[config.mk]
export PLATFORM = sky130hd
export DESIGN_NAME = atom_npu_seq
export DESIGN_NICKNAME = d
export VERILOG_FILES = /design/src/rtl/atom_npu_seq.sv
export SDC_FILE = /design/constraint.sdc
export NUM_CORES = 1
export LEC_CHECK = 0
export BUFFER_PORTS_ARGS = -buffer_cell sky130_fd_sc_hd__buf_2
export CAP_MARGIN = 15
export CELL_PAD_IN_SITES_DETAIL_PLACEMENT = 2
export CELL_PAD_IN_SITES_GLOBAL_PLACEMENT = 2
export CORE_MARGIN = 2
export CORE_UTILIZATION = 32
export DETAILED_ROUTE_END_ITERATION = 16
export GPL_ROUTABILITY_DRIVEN = 0
export PLACE_DENSITY = 0.7
export SYNTH_ARGS = -nofsm -noshare
export SYNTH_HDL_FRONTEND = slang
export SYNTH_SLANG_ARGS = --single-unit
[constraint.sdc]
create_clock -name clk -period 2.35 [get_ports clk]
set_input_delay 0.235 -clock clk [delete_from_list [all_inputs] [get_ports clk]]
set_output_delay 0.235 -clock clk [all_outputs]
set_load 0.01 [all_outputs]
[src/rtl/atom_npu_seq.sv]
// Batch sequencer: buffers (input, weight) pairs, issues them to the NPU core one at a time,
// and returns the saturated sum of the core results on a valid/ready port.
module atom_npu_seq #(
  parameter int unsigned DEPTH   = 4,
  parameter int unsigned DW      = 4,
  parameter int unsigned ACC_W   = 8,
  parameter int unsigned TIMEOUT = 15
) (
  input  logic                       clk,
  input  logic                       rst_n,
  input  logic                       wr_en,
  input  logic [DW-1:0]              wr_input,
  input  logic [DW-1:0]              wr_weight,
  output logic                       full,
  output logic [$clog2(DEPTH):0]     count,
  input  logic                       go,
  output logic                       busy,
  output logic                       core_start,
  output logic [DW-1:0]              core_input,
  output logic [DW-1:0]              core_weight,
  input  logic [DW-1:0]              core_output,
  input  logic                       core_done,
  output logic                       res_valid,
  output logic [ACC_W-1:0]           res_data,
  input  logic                       res_ready,
  output logic                       err_timeout
);

  localparam int unsigned PW = $clog2(DEPTH);
  localparam int unsigned CW = PW + 1;
  localparam int unsigned TW = $clog2(TIMEOUT + 1);
  localparam int unsigned SW = ACC_W + 1;

  typedef enum logic [1:0] {IDLE, ISSUE, WAIT, RESULT} state_t;

  state_t            state_q, state_d;
  logic [PW-1:0]     wr_ptr_q, wr_ptr_d, rd_ptr_q, rd_ptr_d;
  logic [CW-1:0]     count_q, count_d;
  logic [ACC_W-1:0]  acc_q, acc_d;
  logic [TW-1:0]     tmr_q, tmr_d;
  logic              err_q, err_d;
  logic              full_q, busy_q, start_q, valid_q;
  logic [DW-1:0]     cin_q, cwt_q, head_in, head_wt;
  logic [ACC_W-1:0]  rdata_q;
  logic [DW-1:0]     mem_in_q [DEPTH];
  logic [DW-1:0]     mem_wt_q [DEPTH];
  logic              wr_accept;
  logic [SW-1:0]     sum;

  assign wr_accept = (state_q == IDLE) && wr_en && (count_q != CW'(DEPTH));
  assign sum       = {1'b0, acc_q} + SW'(core_output);

  // Next-state, buffer pointers and accumulator
  always_comb begin
    state_d  = state_q;
    wr_ptr_d = wr_ptr_q;
    rd_ptr_d = rd_ptr_q;
    count_d  = count_q;
    acc_d    = acc_q;
    tmr_d    = tmr_q;
    err_d    = err_q;
    if (wr_accept) begin
      wr_ptr_d = wr_ptr_q + PW'(1);
      count_d  = count_q + CW'(1);
    end
    case (state_q)
      IDLE: begin
        if (go && (count_d != '0)) begin
          acc_d   = '0;
          err_d   = 1'b0;
          state_d = ISSUE;
        end
      end
      ISSUE: begin
        tmr_d   = '0;
        state_d = WAIT;
      end
      WAIT: begin
        if (core_done) begin
          acc_d    = sum[ACC_W] ? {ACC_W{1'b1}} : sum[ACC_W-1:0];
          rd_ptr_d = rd_ptr_q + PW'(1);
          count_d  = count_q - CW'(1);
          state_d  = (count_d != '0) ? ISSUE : RESULT;
        end else if (tmr_q == TW'(TIMEOUT - 1)) begin
          err_d    = 1'b1;
          count_d  = '0;
          rd_ptr_d = wr_ptr_q;
          state_d  = RESULT;
        end else begin
          tmr_d = tmr_q + TW'(1);
        end
      end
      RESULT: begin
        if (res_ready) state_d = IDLE;
      end
      default: state_d = IDLE;
    endcase
  end

  // Head of the batch; bypass covers a write landing in an empty buffer alongside go
  always_comb begin
    head_in = mem_in_q[rd_ptr_d];
    head_wt = mem_wt_q[rd_ptr_d];
    if (wr_accept && (count_q == '0)) begin
      head_in = wr_input;
      head_wt = wr_weight;
    end
  end

  always_ff @(posedge clk or negedge rst_n) begin
    if (!rst_n) begin
      state_q  <= IDLE;
      wr_ptr_q <= '0;
      rd_ptr_q <= '0;
      count_q  <= '0;
      acc_q    <= '0;
      tmr_q    <= '0;
      err_q    <= 1'b0;
      full_q   <= 1'b0;
      busy_q   <= 1'b0;
      start_q  <= 1'b0;
      valid_q  <= 1'b0;
      cin_q    <= '0;
      cwt_q    <= '0;
      rdata_q  <= '0;
    end else begin
      state_q  <= state_d;
      wr_ptr_q <= wr_ptr_d;
      rd_ptr_q <= rd_ptr_d;
      count_q  <= count_d;
      acc_q    <= acc_d;
      tmr_q    <= tmr_d;
      err_q    <= err_d;
      full_q   <= (count_d == CW'(DEPTH));
      busy_q   <= (state_d != IDLE);
      start_q  <= (state_d == ISSUE);
      valid_q  <= (state_d == RESULT);
      if (state_d == ISSUE) begin
        cin_q <= head_in;
        cwt_q <= head_wt;
      end
      if (state_d == RESULT) rdata_q <= acc_d;
    end
  end

  // Pair storage
  always_ff @(posedge clk or negedge rst_n) begin
    if (!rst_n) begin
      for (int i = 0; i < int'(DEPTH); i++) begin
        mem_in_q[i] <= '0;
        mem_wt_q[i] <= '0;
      end
    end else if (wr_accept) begin
      mem_in_q[wr_ptr_q] <= wr_input;
      mem_wt_q[wr_ptr_q] <= wr_weight;
    end
  end

  assign full        = full_q;
  assign count       = count_q;
  assign busy        = busy_q;
  assign core_start  = start_q;
  assign core_input  = cin_q;
  assign core_weight = cwt_q;
  assign res_valid   = valid_q;
  assign res_data    = rdata_q;
  assign err_timeout = err_q;

endmodule

==> results of run 1 <==
==> worst paths after layout <==
kind	startpoint	endpoint	slack [ns]	cells after the start
setup / recovery	state_q[0]	core_input[3]	0.13	8
hold / removal	rst_n	full	0.04	1
setup reg to reg	state_q[0]	core_input[3]	0.13	8
hold reg to reg	mem_in_q[6]	mem_in_q[6]	0.51	1
max in group asynchronous	rst_n	state_q[1]	1.65	1
min in group clk	wr_input[3]	core_input[3]	0.18	3
==> logic make-up (layout without fill, tap and decap cells) <==
family,after synthesis,count (layout),synth area share (%)
mux,67,67,19.4
buf+inv,24,88,3.12
fa+ha+maj,15,15,5.18
simple gates,72,72,10.3
flops,74,74,49.1
xor+xnor,3,3,0.697
compound gates,73,73,12.2
==> layer usage <==
| layer | up-vias | track usage (%) | part of all wire, % |
|---|---|---|---|
| met1 | 1461 | 20.5 | 43 |
| li1 | 1310 | - | - |
| met4 | 0 | 4.15 | 1.1 |
| met2 | 39 | 30.2 | 52 |
| met3 | 9 | 5.72 | 3.7 |
| met5 | - | 0 | 0 |
==> report_power, final <==
| group | switching [µW] | internal, µW |
|---|---|---|
| clock network | 544 | 987 |
| registers | 359 | 1800 |
| logic | 1450 | 1340 |
==> cell usage in the layout, fill, tap and decap left out, drive strengths merged, types with 3 or more instances in the layout <==
cell type and n:
nor3b 5, dfrtp 74, o21ai 25, a21oi 8, buf 60, o21a 9, nor2 13, a211oi 3
nand2 21, mux2 49, nand3 6, mux2i 18, clkbuf 12, inv 12, a31oi 12, ha 14
o22ai 3, nor2b 3, nor3 9
==> flip-flops by register name, summed over array words and instances (netlist names), 3 cells and up <==
signal / count
core_input: 4
count: 3
res_data: 8
core_weight: 4
mem_in_q: 16
tmr_q: 4
mem_wt_q: 16
acc_q: 8
==> area by class of cell <==
class	count	area, µm²
fillers	1199	6820
multi-input cells	230	1880
flip-flops and latches	74	1850
repair buffers	60	358
clock buffers	12	256
well taps	143	179
clock inverters	4	73.8
inverters	12	45.0
==> stage by stage <==
stage               power (µW)  instance area [µm²]
finish                    6480                 4640
global placement          4720                 4230
detailed placement        4880                 4230
floorplan                 3980                 3770
CTS                       6480                 4560
global route              6990                 4640
==> flow_summary.yaml, run 1 <==
status:
  status: "completed"
placement:
  dp_cells: 519
  io_buffer_count: 41
  pre_cts_ws_ns: 0.0633
  hpwl_mm: 7.10
sta:
  tightest_slew_ns: 0.955
  fin_ws_ns: 0.132
  hold_viol_final: 0
  slew_viol_final: 0
  hold_ws_ns: 0.0416
  rsz0062_at_grt: "true"
  slew-limit-headroom_pct: 36.4
  fin_tns_setup_ns: 0
  setup_viol: 0
  period_share_pct: 94.4
  fin_skew_ns: 0.00398
  period_needed_ns: 2.22
  max_freq_ghz: 0.451
routing:
  vias: 2819
  post_drt_wl_per_cell_um: 19.0
  drtIter0Drc: 65
  drt_pass1_iterations: 4
  ant_nets: 0
  drcViolationCount: 0
  drt-vias-per-instance: 5.27
  wirelength_mm: 10.2
die:
  initial_core_util_pct: 32.9
  die_area_um2: 12700
  die_x_um: 113
  die_h_um: 113
  coreArea_um2: 11500
  io_pins: 42
  row_count: 39
clock_network:
  insertion_delay_ns: 0.35
  cts_hold_buf: 0
  cts_tree: "built"
  cts-root-buf: "clkbuf_16"
  cts_buffer_depth: 2
  clkTransAtPathRegs_ns: 0.06
  clock_sinks: 74
  cts-resized-gates: 0
  cts_buffers: 9
  postCtsSetupBuffers: 0
  cts_htree_levels: 3
cells_and_area:
  drive_gt1_share_pct: 36.2
  diodes: 0
  syn2layout_area_growth_pct: 23.2
  final_cell_count_no_fill: 535
  postLayoutCoreUtil_pct: 40.5
  nets: 420
worst_setup_path:
  path_class: "flip-flop to flip-flop"
  cp_slowest_stage_delay_ns: 0.46
  critPathTopFamily: "simple AND/OR/NAND/NOR gates"
  slowest_stage: "dfrtp_1"
  required_ns: 2.62
  cp.arrival_ns: 2.49
  startpoint_type: "flip-flop"
  worstPathMaxFanout: 9
  worst-path-buf-inv: 2
  endpoint_kind: "flip-flop"
  crit_path_cell_trace: "buf_4, nand3b_1, nor3b_1, nor4b_4, buf_6, mux2i_1, mux2_2, o21ai_0"
logic_synthesis:
  synth_cells: 328
  synth-edff-count: 0
  syn-num-nets: 361
  yosysTopAreaCell: "dfrtp_1"
  yosys_warnings: 0
  syn_area_um2: 3770
  synthTopCellsByCount: "74 x dfrtp_1, 49 x mux2_2, 21 x nand2_1"
  yosys-top-cells-area: "dfrtp_1 49%, mux2_2 15%, mux2i_1 4.8%"
  synth_area_per_cell_um2: 11.5
  synth_most_common_cell: "dfrtp_1"
  synth_seq_area_share_pct: 49.1
  synth.top_cell.area_share_pct: 49.1
  synth_flop_cell: "dfrtp_1"
  synthArstFlopShare_pct: 100
  synthDistinctLibCells: 52
  ys_ff_latch: 74
run:
  maxCapViolations: 0
pwr:
  powerDensity_nw_per_um2: 1400
  peakVddDrop_v: 0.000763
  p_leak_uw: 0.00213
global_routing:
  grt_pass1_wl_mm: 16.7
  grt_max_degree: 75
  overflow: 0
  grt_pass1_vias: 3153
  grt_use_total_pct: 17.3
  antenna_found_initial: 0
worst_hold_path:
  hold_class: "input pin to asynchronous set/reset pin"
(Power assumes the default switching activity.)
==> inputs of run 2 (changes only) <==
--- a/config.mk
+++ b/config.mk
@@ -13,7 +13,7 @@
 export CORE_UTILIZATION = 32
 export DETAILED_ROUTE_END_ITERATION = 16
 export GPL_ROUTABILITY_DRIVEN = 0
-export PLACE_DENSITY = 0.7
+export PLACE_DENSITY = 0.77
 export SYNTH_ARGS = -nofsm -noshare
 export SYNTH_HDL_FRONTEND = slang
 export SYNTH_SLANG_ARGS = --single-unit
==> run 2 against run 1 <==
Setup slack worse by 0.039 ns; global-route usage up 0.27 points; register-to-register slack worse by 0.04 ns; sequential cell count unchanged; critical path depth up 1; clock skew up 0.0023 ns; utilization up 0.16 points; combinational power up 4%; worst hold slack better by 0.15 ns; sequential power about the same; non-clock buffer count up 2; sequential share of layout area down 0.19 points; critical endpoint is now res_data[7].
==> flow_summary.yaml, run 2 (same netlist as run 1, synthesis figures left out) <==
clock_network:
  cts_htree_levels: 3
  cts_tree: "built"
  clkTransAtPathRegs_ns: 0.06
  cts_buffers: 9
  cts_buffer_depth: 2
  insertion_delay_ns: 0.33
  clock_sinks: 74
  cts-root-buf: "clkbuf_16"
pwr:
  powerDensity_nw_per_um2: 1380
  p_leak_uw: 0.00212
  peakVddDrop_v: 0.000656
  finalPower_uw: 6430
sta:
  fin_skew_ns: 0.00624
  hold_viol_final: 0
  period_share_pct: 96.0
  setup_viol: 0
  period_needed_ns: 2.26
  slew_viol_final: 0
  tightest_slew_ns: 0.482
  fin_tns_setup_ns: 0
  slew-limit-headroom_pct: 67.8
  max_freq_ghz: 0.443
global_routing:
  grt_max_degree: 75
  grt_use_total_pct: 17.5
  grt_pass1_wl_mm: 17.3
  overflow: 0
  grt_pass1_vias: 3269
  antenna_found_initial: 0
routing:
  drcViolationCount: 0
  post_drt_wl_per_cell_um: 19.5
  ant_nets: 0
  drtIter0Drc: 76
  drt-vias-per-instance: 5.30
  wirelength_mm: 10.5
  drt_pass1_iterations: 3
  vias: 2844
die:
  io_pins: 42
  initial_core_util_pct: 32.9
  die_x_um: 113
  die_area_um2: 12700
  coreArea_um2: 11500
  row_count: 39
  die_h_um: 113
worst_setup_path:
  required_ns: 2.62
  startpoint: "count[1]"
  r2r-start: "count[1]"
  startpoint_type: "flip-flop"
  worstPathMaxFanout: 7
  endpoint_kind: "flip-flop"
  path_class: "flip-flop to flip-flop"
  cp.arrival_ns: 2.53
cells_and_area:
  final_cell_count_no_fill: 537
  diodes: 0
  drive_gt1_share_pct: 37.1
  final_cell_mix: "74 x dfrtp_1, 48 x mux2_2, 41 x buf_2, 21 x nand2_1, 18 x buf_4"
  syn2layout_area_growth_pct: 23.7
  reg_top3: "mem_in_q: 16 flops, mem_wt_q: 16 flops"
  mostFrequentLayoutCell: "dfrtp_1"
  postLayoutCoreUtil_pct: 40.7
  nets: 422
  fillers: 1184
run:
  maxCapViolations: 0
placement:
  hpwl_mm: 7.19
  dp_cells: 519
  io_buffer_count: 41
status:
  status: "completed"
worst_hold_path:
  hold_class: "input pin to flip-flop"
  min_from: "wr_weight[3]"
[run 2: changes by cell type in the layout (fill, tap and decap cells not counted), moves of 2 or more]
cell     change
a31oi_1      -3
a31oi_2      +3
buf_12       +2
buf_6        -2
[run 2: repair_timing]
action                                  4_1_cts  5_1_grt
pin swaps                                     0        0
hold endpoints to repair                     74        0
hold buffers                                  1        0
endpoints found under the setup margin        6       15
resized for setup                             1       17
setup buffers                                 1        0
[run 2: worst paths after layout]
check | end | slack [ns] | cells past startpoint
min in group asynchronous | state_q[1] | 0.48 | 3
min reg2reg | mem_wt_q[6] | 0.50 | 1
max | res_data[7] | 0.09 | 9
max in group asynchronous | mem_wt_q[9] | 1.56 | 3
max reg2reg | res_data[7] | 0.09 | 9
min | mem_wt_q[15] | 0.19 | 2
[run 2: power by group]
group / leakage, µW / internal (µW) / switching, µW
clock network: 0.000143 / 852 / 538
logic: 0.00105 / 1380 / 1510
registers: 0.000932 / 1800 / 349
[run 2: metrics by stage]
step	setup slack [ns]	hold slack (ns)	instance area (µm²)
2_1_floorplan	0.191	-0.0606	3770
3_3_place_gp	0.142	0.299	4260
3_5_place_dp	-0.0363	0.307	4260
4_1_cts	0.00949	0.183	4580
5_1_grt	-0.00832	0.194	4660
6_report	0.0931	0.189	4660
[run 2: final cells by class]
cell class | instances | area [µm²] | share of cell area (%)
Inverter | 12 | 45.0 | 0.966
Clock buffer | 12 | 246 | 5.29
Timing Repair Buffer | 62 | 390 | 8.37
Clock inverter | 4 | 51.3 | 1.10
Tap cell | 143 | 179 | 3.84
Multi-Input combinational cell | 230 | 1900 | 40.7
Sequential cell | 74 | 1850 | 39.7
[run 2: per-layer routing]
metal / track usage (%) / part of all wire (%)
met1: 21.0 / 41
met2: 31.9 / 55
met3: 4.43 / 3.0
met4: 3.41 / 0.71
met5: 0 / 0
[run 2: worst max-delay path, cell delays in order (launching register included)]
cell	delay, ns
dfrtp_1	0.37
inv_1	0.09
ha_1	0.22
nand2b_1	0.15
mux2_4	0.28
o21ai_1	0.24
nor3_2	0.07
buf_4	0.17
a311oi_1	0.35
mux2_2	0.24
==> inputs of run 3 (changes only) <==
--- a/config.mk
+++ b/config.mk
@@ -10,10 +10,10 @@
 export CELL_PAD_IN_SITES_DETAIL_PLACEMENT = 2
 export CELL_PAD_IN_SITES_GLOBAL_PLACEMENT = 2
 export CORE_MARGIN = 2
-export CORE_UTILIZATION = 32
+export CORE_UTILIZATION = 39
 export DETAILED_ROUTE_END_ITERATION = 16
 export GPL_ROUTABILITY_DRIVEN = 0
-export PLACE_DENSITY = 0.77
+export PLACE_DENSITY = 0.89
 export SYNTH_ARGS = -nofsm -noshare
 export SYNTH_HDL_FRONTEND = slang
 export SYNTH_SLANG_ARGS = --single-unit
==> run 3 against run 2 <==
Clock power down 21%; sequential share of layout area up 0.14 points; utilization increased by 9.2 points; first-iteration DRC count is 14% higher; non-clock buffer count grew 2; worst hold slack got worse by 0.0045 ns; sequential cell count did not move; setup slack worse by 0.082 ns.
==> flow_summary.yaml, run 3 (same netlist as run 1, synthesis figures left out) <==
routing:
  drt_pass1_iterations: 4
  drtIter0Drc: 87
  vias: 2895
  post_drt_wl_per_cell_um: 22.1
  ant_nets: 0
  drt-vias-per-instance: 5.51
  wirelength_mm: 11.6
  drcViolationCount: 0
placement:
  place_area_um2: 4220
  hpwl_mm: 7.66
  io_buffer_count: 41
  dp_cells: 503
sta:
  slew_viol_final: 0
  period_needed_ns: 2.34
  setup_viol: 0
  fin_skew_ns: 0.00946
  hold_viol_final: 0
  period_share_pct: 99.5
  tightest_slew_ns: 0.492
  max_freq_ghz: 0.427
  slew-limit-headroom_pct: 67.1
cells_and_area:
  mostFrequentLayoutCell: "dfrtp_1"
  syn2layout_area_growth_pct: 23.4
  fillers: 953
  diodes: 0
  multiInputGateArea_um2: 1940
  reg_top3: "mem_in_q: 16 flops, mem_wt_q: 16 flops"
  final_cell_mix: "72 x dfrtp_1, 48 x mux2_2, 41 x buf_2, 21 x nand2_1, 17 x buf_4"
  drive_gt1_share_pct: 39.1
  final_cell_count_no_fill: 525
  nets: 424
  seqCellArea_um2: 1850
  fin_area_um2: 4650
worst_setup_path:
  cpMostUsedCell: "buf_4"
  startpoint_type: "flip-flop"
  r2r_cells: 9
  critPathTopFamily: "simple AND/OR/NAND/NOR gates"
  worst-path-buf-inv: 3
  path_class: "flip-flop to flip-flop"
  r2r-start: "state_q[1]"
  r2r_end: "core_input[1]"
  cp.arrival_ns: 2.58
  required_ns: 2.59
  reg2reg_slack_ns: 0.01
  cp_slowest_stage_delay_ns: 0.44
  endpoint_kind: "flip-flop"
  slowest_stage: "dfrtp_2"
  crit_path_cell_trace: "buf_4, nand2b_1, nor4_4, nor4b_4, buf_4, buf_12, mux2i_2, mux2_2, o21ai_1"
  worstPathMaxFanout: 10
clock_network:
  cts_htree_levels: 3
  cts_buffer_depth: 2
  clkTransAtPathRegs_ns: 0.08
  clock_sinks: 74
  cts-root-buf: "clkbuf_8"
  cts_buffers: 9
  cts_tree: "built"
  insertion_delay_ns: 0.35
status:
  status: "completed"
run:
  maxCapViolations: 0
pwr:
  clkPwrFrac_pct: 17.2
  internal_power_uw: 3870
  seq_power_share_pct: 34.4
  p_leak_uw: 0.00212
  peakVddDrop_v: 0.000509
  pwr-share-comb_pct: 48.4
  powerDensity_nw_per_um2: 1370
  netSwitchingPower_uw: 2520
  p_sw_share_pct: 39.4
die:
  row_count: 35
  io_pins: 42
  initial_core_util_pct: 40.4
  die_x_um: 102
  die_h_um: 102
  die_area_um2: 10500
  coreArea_um2: 9330
global_routing:
  grt_pass1_wl_mm: 18.1
  grt_pass1_vias: 3339
  grt_use_total_pct: 23.0
  overflow: 0
  antenna_found_initial: 0
  grt_max_degree: 75
worst_hold_path:
  hold_class: "input pin to flip-flop"
  min_to: "mem_wt_q[12]"
  hold_depth: 2
  min_from: "wr_weight[0]"
## run 3: changes by cell type in the layout (fill, tap and decap cells not counted), moves of 2 or more
cell       previous run  this run
dfrtp_1              74        72
clkbuf_16             9         1
a31oi_1               9        12
clkbuf_8              1         9
dfrtp_2               0         2
a31oi_2               3         0
o21ai_1              10         8
## run 3: how the worst max path moves through the flow
stage	startpoint	endpoint	slack, ns	cells after the start
2_1_floorplan	count[0]	busy	0.19	7
3_3_place_gp	acc_q[0]	res_data[3]	0.14	8
3_5_place_dp	count[1]	res_data[1]	0.005	8
4_1_cts	count[0]	res_data[1]	0.0003	8
5_1_grt	state_q[1]	core_input[1]	-0.08	9
6_report	state_q[1]	core_input[1]	0.01	9
## run 3: worst reg2reg max path, cell delays in order (launching register included)
cell and delay (ns):
dfrtp_2 0.44, buf_4 0.20, nand2b_1 0.20, nor4_4 0.36, nor4b_4 0.09, buf_4 0.17
buf_12 0.15, mux2i_2 0.15, mux2_2 0.28, o21ai_1 0.21
## run 3: metrics by stage
step	utilization, %	setup WS, ns	total power, µW	setup TNS [ns]	hold WS, ns
after floorplan	-	0.191	3980	0	-0.0606
after global placement	45.3	0.140	4680	0	0.295
after detailed placement	45.3	0.00466	4950	0	0.306
after CTS	48.1	0.000325	6170	0	0.174
after global routing	49.9	-0.0764	6840	-0.124	0.183
final	49.9	0.0107	6390	0	0.184
## run 3: final cells by class
cell class,instances,area share [%]
multi-input combinational,230,41.8
sequential,74,39.8
timing repair buffer,64,9.44
tap,129,3.47
clock buffer,11,2.82
clock inverter,5,1.69
inverter,12,0.968
## run 3: layer usage
metal	part of all wire (%)	GRT usage [%]	routed length, µm
met1	42	27.6	4820
met2	55	43.2	6340
met3	1.9	3.69	223
met4	1.7	5.33	201
met5	0	0	0
## run 3: power groups by stage
stage / Sequential (µW) / Combinational, µW / Clock [µW]
final: 2200 / 3090 / 1100
after global routing: 2260 / 3410 / 1170
after CTS: 2180 / 2870 / 1120
after detailed placement: 2180 / 2770 / 0
after global placement: 2110 / 2570 / 0
after floorplan: 2140 / 1840 / 0
## run 3: repair_timing
item	CTS	global route
endpoints found under the setup margin	17	16
hold buffers	1	0
setup buffers	0	4
gates cloned	0	1
pin swaps	1	4
endpoints found under the hold margin	74	0
gates resized for setup	8	21
